--- src/rtl/seg7_pkg.sv ---
// Shared types and constants for the 7-segment scan controller.
package seg7_pkg;

    // Scan FSM states
    typedef enum logic [1:0] {
        S_IDLE  = 2'd0,
        S_GUARD = 2'd1,
        S_ON    = 2'd2
    } state_t;

    // Segment pattern driven whenever no digit is lit or a digit is blanked
    localparam logic [6:0] SEG_BLANK = 7'b0000000;

    // Larger of two integers, used to size the shared prescaler
    function automatic int max2(input int a, input int b);
        return (a > b) ? a : b;
    endfunction

endpackage

--- src/rtl/seg7_decode.sv ---
// Hex nibble to 7-segment pattern {g,f,e,d,c,b,a}, active-high, combinational.
module seg7_decode (
    input  logic [3:0] nibble_i,
    output logic [6:0] seg_o
);

    // Standard hex glyphs; lower-case b and d to keep them distinct from 8 and 0
    always_comb begin
        seg_o = 7'b0000000;
        unique case (nibble_i)
            4'h0: seg_o = 7'b0111111;
            4'h1: seg_o = 7'b0000110;
            4'h2: seg_o = 7'b1011011;
            4'h3: seg_o = 7'b1001111;
            4'h4: seg_o = 7'b1100110;
            4'h5: seg_o = 7'b1101101;
            4'h6: seg_o = 7'b1111101;
            4'h7: seg_o = 7'b0000111;
            4'h8: seg_o = 7'b1111111;
            4'h9: seg_o = 7'b1101111;
            4'hA: seg_o = 7'b1110111;
            4'hB: seg_o = 7'b1111100;
            4'hC: seg_o = 7'b0111001;
            4'hD: seg_o = 7'b1011110;
            4'hE: seg_o = 7'b1111001;
            4'hF: seg_o = 7'b1110001;
        endcase
    end

endmodule

--- src/rtl/seg7_scan_ctrl.sv ---
// Time-multiplexed scan controller for common-cathode 7-segment digits on a shared seg bus.
// Optional build macro: LEADING_ZERO_BLANK_EN -- auto-blank leading zero digits (digit 0 never blanked).
//
// state   | meaning
// --------+-----------------------------------------------------------
// S_IDLE  | scanning disabled, all anodes dark, idx/prescaler at zero
// S_GUARD | dark gap between digits to suppress ghosting
// S_ON    | digit idx lit for SCAN_DIV cycles
module seg7_scan_ctrl
    import seg7_pkg::*;
#(
    parameter int NUM_DIGITS   = 4,
    parameter int SCAN_DIV     = 50000,
    parameter int GUARD_CYCLES = 500
) (
    input  logic                    clk,
    input  logic                    reset,
    input  logic                    en,
    input  logic                    load,
    input  logic [4*NUM_DIGITS-1:0] value,
    input  logic [NUM_DIGITS-1:0]   dp_in,
    input  logic [NUM_DIGITS-1:0]   blank,
    output logic [6:0]              seg,
    output logic                    dp,
    output logic [NUM_DIGITS-1:0]   an_n,
    output logic                    frame_done
);

    localparam int CNT_W = $clog2(max2(SCAN_DIV, GUARD_CYCLES) + 1);
    localparam int IDX_W = (NUM_DIGITS > 1) ? $clog2(NUM_DIGITS) : 1;
    localparam bit HAS_GUARD = (GUARD_CYCLES > 0);
    localparam logic [CNT_W-1:0] SCAN_LOAD  = CNT_W'(SCAN_DIV - 1);
    localparam logic [CNT_W-1:0] GUARD_LOAD = CNT_W'((GUARD_CYCLES > 0) ? GUARD_CYCLES - 1 : 0);
    localparam logic [IDX_W-1:0] LAST_IDX   = IDX_W'(NUM_DIGITS - 1);
    localparam logic [NUM_DIGITS-1:0] ONE_HOT0 = NUM_DIGITS'(1);

    state_t                  state_q, state_d;
    logic [IDX_W-1:0]        idx_q, idx_d;
    logic [CNT_W-1:0]        cnt_q, cnt_d;
    logic                    fd_d;
    logic                    frame_start;

    logic [4*NUM_DIGITS-1:0] pend_val_q, disp_val_q;
    logic [NUM_DIGITS-1:0]   pend_dp_q, disp_dp_q;
    logic [NUM_DIGITS-1:0]   pend_blank_q, disp_blank_q;

    logic [3:0]              cur_nibble;
    logic [6:0]              dec_seg;
    logic                    blank_eff;

    logic [6:0]              seg_q;
    logic                    dp_q;
    logic [NUM_DIGITS-1:0]   an_n_q;
    logic                    fd_q;

    // FSM state, digit index and shared down-counting prescaler
    always_ff @(posedge clk or posedge reset) begin
        if (reset) begin
            state_q <= S_IDLE;
            idx_q   <= '0;
            cnt_q   <= '0;
        end else begin
            state_q <= state_d;
            idx_q   <= idx_d;
            cnt_q   <= cnt_d;
        end
    end

    // Next-state logic: dropping en always returns to IDLE with counters cleared
    always_comb begin
        state_d = state_q;
        idx_d   = idx_q;
        cnt_d   = cnt_q;
        fd_d    = 1'b0;
        if (!en) begin
            state_d = S_IDLE;
            idx_d   = '0;
            cnt_d   = '0;
        end else begin
            unique case (state_q)
                S_IDLE: begin
                    idx_d = '0;
                    if (HAS_GUARD) begin
                        state_d = S_GUARD;
                        cnt_d   = GUARD_LOAD;
                    end else begin
                        state_d = S_ON;
                        cnt_d   = SCAN_LOAD;
                    end
                end
                S_GUARD: begin
                    if (cnt_q == '0) begin
                        state_d = S_ON;
                        cnt_d   = SCAN_LOAD;
                    end else begin
                        cnt_d = cnt_q - CNT_W'(1);
                    end
                end
                S_ON: begin
                    if (cnt_q == '0) begin
                        fd_d  = (idx_q == LAST_IDX);
                        idx_d = (idx_q == LAST_IDX) ? '0 : idx_q + IDX_W'(1);
                        if (HAS_GUARD) begin
                            state_d = S_GUARD;
                            cnt_d   = GUARD_LOAD;
                        end else begin
                            state_d = S_ON;
                            cnt_d   = SCAN_LOAD;
                        end
                    end else begin
                        cnt_d = cnt_q - CNT_W'(1);
                    end
                end
                default: begin
                    state_d = S_IDLE;
                    idx_d   = '0;
                    cnt_d   = '0;
                end
            endcase
        end
    end

    // A new ON slot for digit 0 begins: either entering ON, or ON wrapping with no guard
    assign frame_start = (state_d == S_ON) && (idx_d == '0) &&
                         ((state_q != S_ON) || (cnt_q == '0));

    // Pending capture on load; display snapshot only at frame start to avoid tearing
    always_ff @(posedge clk or posedge reset) begin
        if (reset) begin
            pend_val_q   <= '0;
            pend_dp_q    <= '0;
            pend_blank_q <= '0;
            disp_val_q   <= '0;
            disp_dp_q    <= '0;
            disp_blank_q <= '0;
        end else begin
            if (load) begin
                pend_val_q   <= value;
                pend_dp_q    <= dp_in;
                pend_blank_q <= blank;
            end
            if (frame_start) begin
                disp_val_q   <= load ? value : pend_val_q;
                disp_dp_q    <= load ? dp_in : pend_dp_q;
                disp_blank_q <= load ? blank : pend_blank_q;
            end
        end
    end

    assign cur_nibble = disp_val_q[{idx_q, 2'b00} +: 4];

    seg7_decode u_decode (
        .nibble_i (cur_nibble),
        .seg_o    (dec_seg)
    );

`ifdef LEADING_ZERO_BLANK_EN
    logic [NUM_DIGITS-1:0] lzb;
    logic                  hi_zero;

    // Digit k is a leading zero when it and every higher nibble are zero; digit 0 excluded
    always_comb begin
        lzb     = '0;
        hi_zero = 1'b1;
        for (int k = NUM_DIGITS - 1; k > 0; k--) begin
            hi_zero = hi_zero && (disp_val_q[4*k +: 4] == 4'h0);
            lzb[k]  = hi_zero;
        end
    end

    assign blank_eff = disp_blank_q[idx_q] | lzb[idx_q];
`else
    assign blank_eff = disp_blank_q[idx_q];
`endif

    // Registered pin drivers; blanked digits keep their anode strobe for even brightness
    always_ff @(posedge clk or posedge reset) begin
        if (reset) begin
            seg_q  <= SEG_BLANK;
            dp_q   <= 1'b0;
            an_n_q <= '1;
            fd_q   <= 1'b0;
        end else begin
            fd_q <= fd_d;
            if (state_q == S_ON) begin
                an_n_q <= ~(ONE_HOT0 << idx_q);
                seg_q  <= blank_eff ? SEG_BLANK : dec_seg;
                dp_q   <= !blank_eff && disp_dp_q[idx_q];
            end else begin
                an_n_q <= '1;
                seg_q  <= SEG_BLANK;
                dp_q   <= 1'b0;
            end
        end
    end

    assign seg        = seg_q;
    assign dp         = dp_q;
    assign an_n       = an_n_q;
    assign frame_done = fd_q;

endmodule

--- config.mk ---
export PLATFORM = sky130hd
export DESIGN_NAME = seg7_scan_ctrl
export DESIGN_NICKNAME = d
export VERILOG_FILES = /design/src/rtl/seg7_pkg.sv /design/src/rtl/seg7_decode.sv /design/src/rtl/seg7_scan_ctrl.sv
export SDC_FILE = /design/constraint.sdc
export NUM_CORES = 1
export LEC_CHECK = 0
export CAP_MARGIN = 20
export CORE_UTILIZATION = 45
export DETAILED_ROUTE_END_ITERATION = 6
export HOLD_SLACK_MARGIN = 0.06
export PLACE_DENSITY = 0.66
export SYNTH_ARGS = -nofsm -noshare
export SYNTH_HDL_FRONTEND = slang
export SYNTH_SLANG_ARGS = --single-unit
export TNS_END_PERCENT = 20
--- constraint.sdc ---
create_clock -name clk -period 4.4 [get_ports clk]
set_clock_uncertainty 0.05 [all_clocks]
set_input_delay 0.66 -clock clk [delete_from_list [all_inputs] [get_ports clk]]
set_output_delay 0.66 -clock clk [all_outputs]
set_load 0.1 [all_outputs]
==> results.json <==
{
  "rsz0062_at_grt": "no",
  "cts_num_sinks": 81,
  "path_cells": "or4_4 > nor4b_4 > nand2_1 > o211ai_1 > or4b_1 > buf_4 > mux2_4",
  "via_per_inst": 5.17,
  "dp_hpwl_mm": 4.70,
  "synth_edf_count": 0,
  "worst_path_largest_cell_delay_ns": 0.58,
  "final_common_cell": "dfrtp_1",
  "antenna_cells": 0,
  "cp_data_arrival_time_ns": 3.46,
  "synthMuxAreaShare_pct": 20.0,
  "fin_nets": 385,
  "start_kind": "register",
  "place.gp.congestion": 0.742,
  "post-route-min-period_ns": 3.28,
  "final_cell_mix": "77 x dfrtp_1, 40 x clkdlybuf4s50_1, 28 x mux2_2",
  "leakage_uw": 0.00206,
  "rows": 33,
  "hold_path.class": "in -> async",
  "die_height_um": 94.4,
  "synth-xor-area-share_pct": 2.73,
  "cts_tree": "built",
  "avgSynthCellArea_um2": 12.9,
  "netlist.area_leader.share_pct": 50.1,
  "setup_slack_ns": 1.12,
  "synth_top_family_by_area": "multiplexers",
  "power.density_nw_per_um2": 385,
  "syn_area_um2": 3840,
  "synth-main-ff-cell": "dfrtp_1",
  "postSynthCellCount": 299,
  "finalSetupViolCount": 0,
  "r2r-end": "disp_val_q[2]",
  "initialDrtViolationCount": 96,
  "initial_core_util_pct": 46.6,
  "tightestPinTransition_ns": 0.971,
  "hold_buffers": 0,
  "routed_wl_mm": 6.72,
  "remaining_drc_errors": 0,
  "ys_seq_area_share_pct": 52.8,
  "endpoint_kind": "register",
  "vias": 2339,
  "whs_ns": 0.448,
  "syn2layout_area_growth_pct": 18.5,
  "synth_nets": 342,
  "globalRouteOverflowTotal": 0,
  "crit_path_top_delay_cell": "or4_4",
  "cts.repair.resized": 0,
  "io_pins": 41,
  "peakVddDrop_uv": 202,
  "cts-root-buf": "clkbuf_8",
  "ant_nets": 0,
  "core_um2": 8260,
  "cts_buffers": 9,
  "grt_pass1_wl_mm": 11.8,
  "synth-adder-area-share_pct": 4.88,
  "critical_path_required_ns": 4.58,
  "antenna_found_initial": 0,
  "htreeDepth": 3,
  "synth_compound_area_share_pct": 6.44,
  "dieArea_um2": 8920,
  "status": "completed",
  "portBuffers": 40,
  "fin_tns_setup_ns": 0,
  "crit_type": "reg -> reg",
  "clk_pin_slew_ns": 0.08,
  "ctsLongestPathBuffers": 2,
  "final_hold_viol_count": 0,
  "fmax_mhz": 305,
  "layout-drive-gt1-share_pct": 23.6,
  "drv_cap": 0,
  "reg2reg_slack_ns": 1.12,
  "clk_latency_ns": 0.35,
  "placement.cell_area_um2": 4310,
  "synth_top_cell_by_area": "dfrtp_1",
  "place_inst": 434,
  "synth.distinct_cells": 42,
  "r2r_start": "cnt_q[10]",
  "grtUsageTotal_pct": 17.5,
  "wire_per_inst_um": 14.9,
  "ys_ff_latch": 81,
  "pre_cts_ws_ns": 1.02,
  "r2r_cells": 7,
  "ys.warnings.count": 0,
  "slew_headroom_pct": 35.0,
  "cts_setup_buffers": 0,
  "grt_max_degree": 59,
  "stdcell_count": 452,
  "synthSimpleGateAreaFrac_pct": 9.66,
  "async_flop_share_pct": 100,
  "yosys-top-cells-area": "dfrtp_1 50%, mux2_2 8.2%, mux2_4 7.8%",
  "die_w_um": 94.4,
  "worstPathMaxFanout": 24,
  "grt_pass1_vias": 2454,
  "drt-pass1-iter-count": 4,
  "fin_area_um2": 4560,
  "finalCritPeriodShare_pct": 74.5,
  "drv_slew": 0
}
==> sequential cells by signal, summed over array words and instances, names as in the netlist <==
signal / count
state_q: 2
disp_val_q: 16
pend_dp_q: 4
seg: 7
dp: 1
pend_blank_q: 4
disp_dp_q: 4
idx_q: 2
frame_done: 1
cnt_q: 16
an_n: 4
pend_val_q: 16
disp_blank_q: 4
==> cells by family (layout without fill, tap and decap cells) <==
kind of cell,after synthesis,in the layout
AOI/OAI and AO/OA,37,37
xor gates and xnor gates,12,12
adders and majority gates,15,15
buffers and inverters,24,72
DFF,81,81
muxes,56,56
and+or+nand+nor,74,74
==> stage by stage <==
stage / total power (µW) / util, %
finish: 1750 / 55.2
global route: 1850 / 55.2
CTS: 1760 / 54.5
detailed placement: 1240 / 52.2
global placement: 1220 / 52.2
floorplan: 1150 / -
==> cell usage after synthesis, types with 2 or more instances <==
cell type   n
nand3_1     6
xor2_1      3
nor3_1      5
nand4_1     2
mux4_2      6
mux2_2     28
buf_12      2
a22oi_1     2
nor4_1      4
dfstp_2     4
mux2_4     20
inv_1      12
nand2_1    21
nor2_1     22
mux2i_1     2
ha_1       15
clkbuf_1    9
a221oi_1    3
o21ai_0    11
a21oi_1     9
a31oi_1     2
dfrtp_1    77
a21o_1      3
nor2b_1     3
xnor2_1     9
nand2b_1    3
==> report_power, final <==
part           switching (µW)  internal (µW)
sequential               47.7            830
combinational             162            189
clock                     258            266
==> area by class of cell <==
cell class / instances / area, µm²
Multi-Input combinational cell: 194 / 1680
Sequential cell: 81 / 2030
Clock inverter: 2 / 10.0
Tap cell: 105 / 131
Clock buffer: 14 / 183
Timing Repair Buffer: 44 / 470
Inverter: 12 / 46.3
Fill cell: 725 / 3700
==> per-layer routing <==
layer  part of all wire, %  vias to the layer above  routed length [µm]  GRT usage (%)
met2                    47                       41                3170           27.0
met4                   1.6                        0                 108           8.85
met5                     0                        -                   0              0
li1                      -                     1138                   -              -
met3                   3.1                        8                 207           2.90
met1                    48                     1152                3240           24.0
==> worst max-delay path: cells and delay by family (launching register included) <==
kind	cells	cell delay, ns
muxes	1	0.35
AOI/OAI and AO/OA	1	0.33
and+or+nand+nor	4	1.73
DFF	1	0.42
buffers and inverters	1	0.27
==> worst max-delay path by stage <==
stage              start         endpoint  cells after the start
2_1_floorplan   idx_q[0]  disp_blank_q[0]                     10
3_3_place_gp          en   disp_val_q[13]                      8
3_5_place_dp          en    disp_val_q[2]                      8
4_1_cts        cnt_q[10]    disp_val_q[2]                      7
5_1_grt        cnt_q[10]    disp_val_q[2]                      7
6_report       cnt_q[10]    disp_val_q[2]                      7
(Power assumes the default switching activity.)
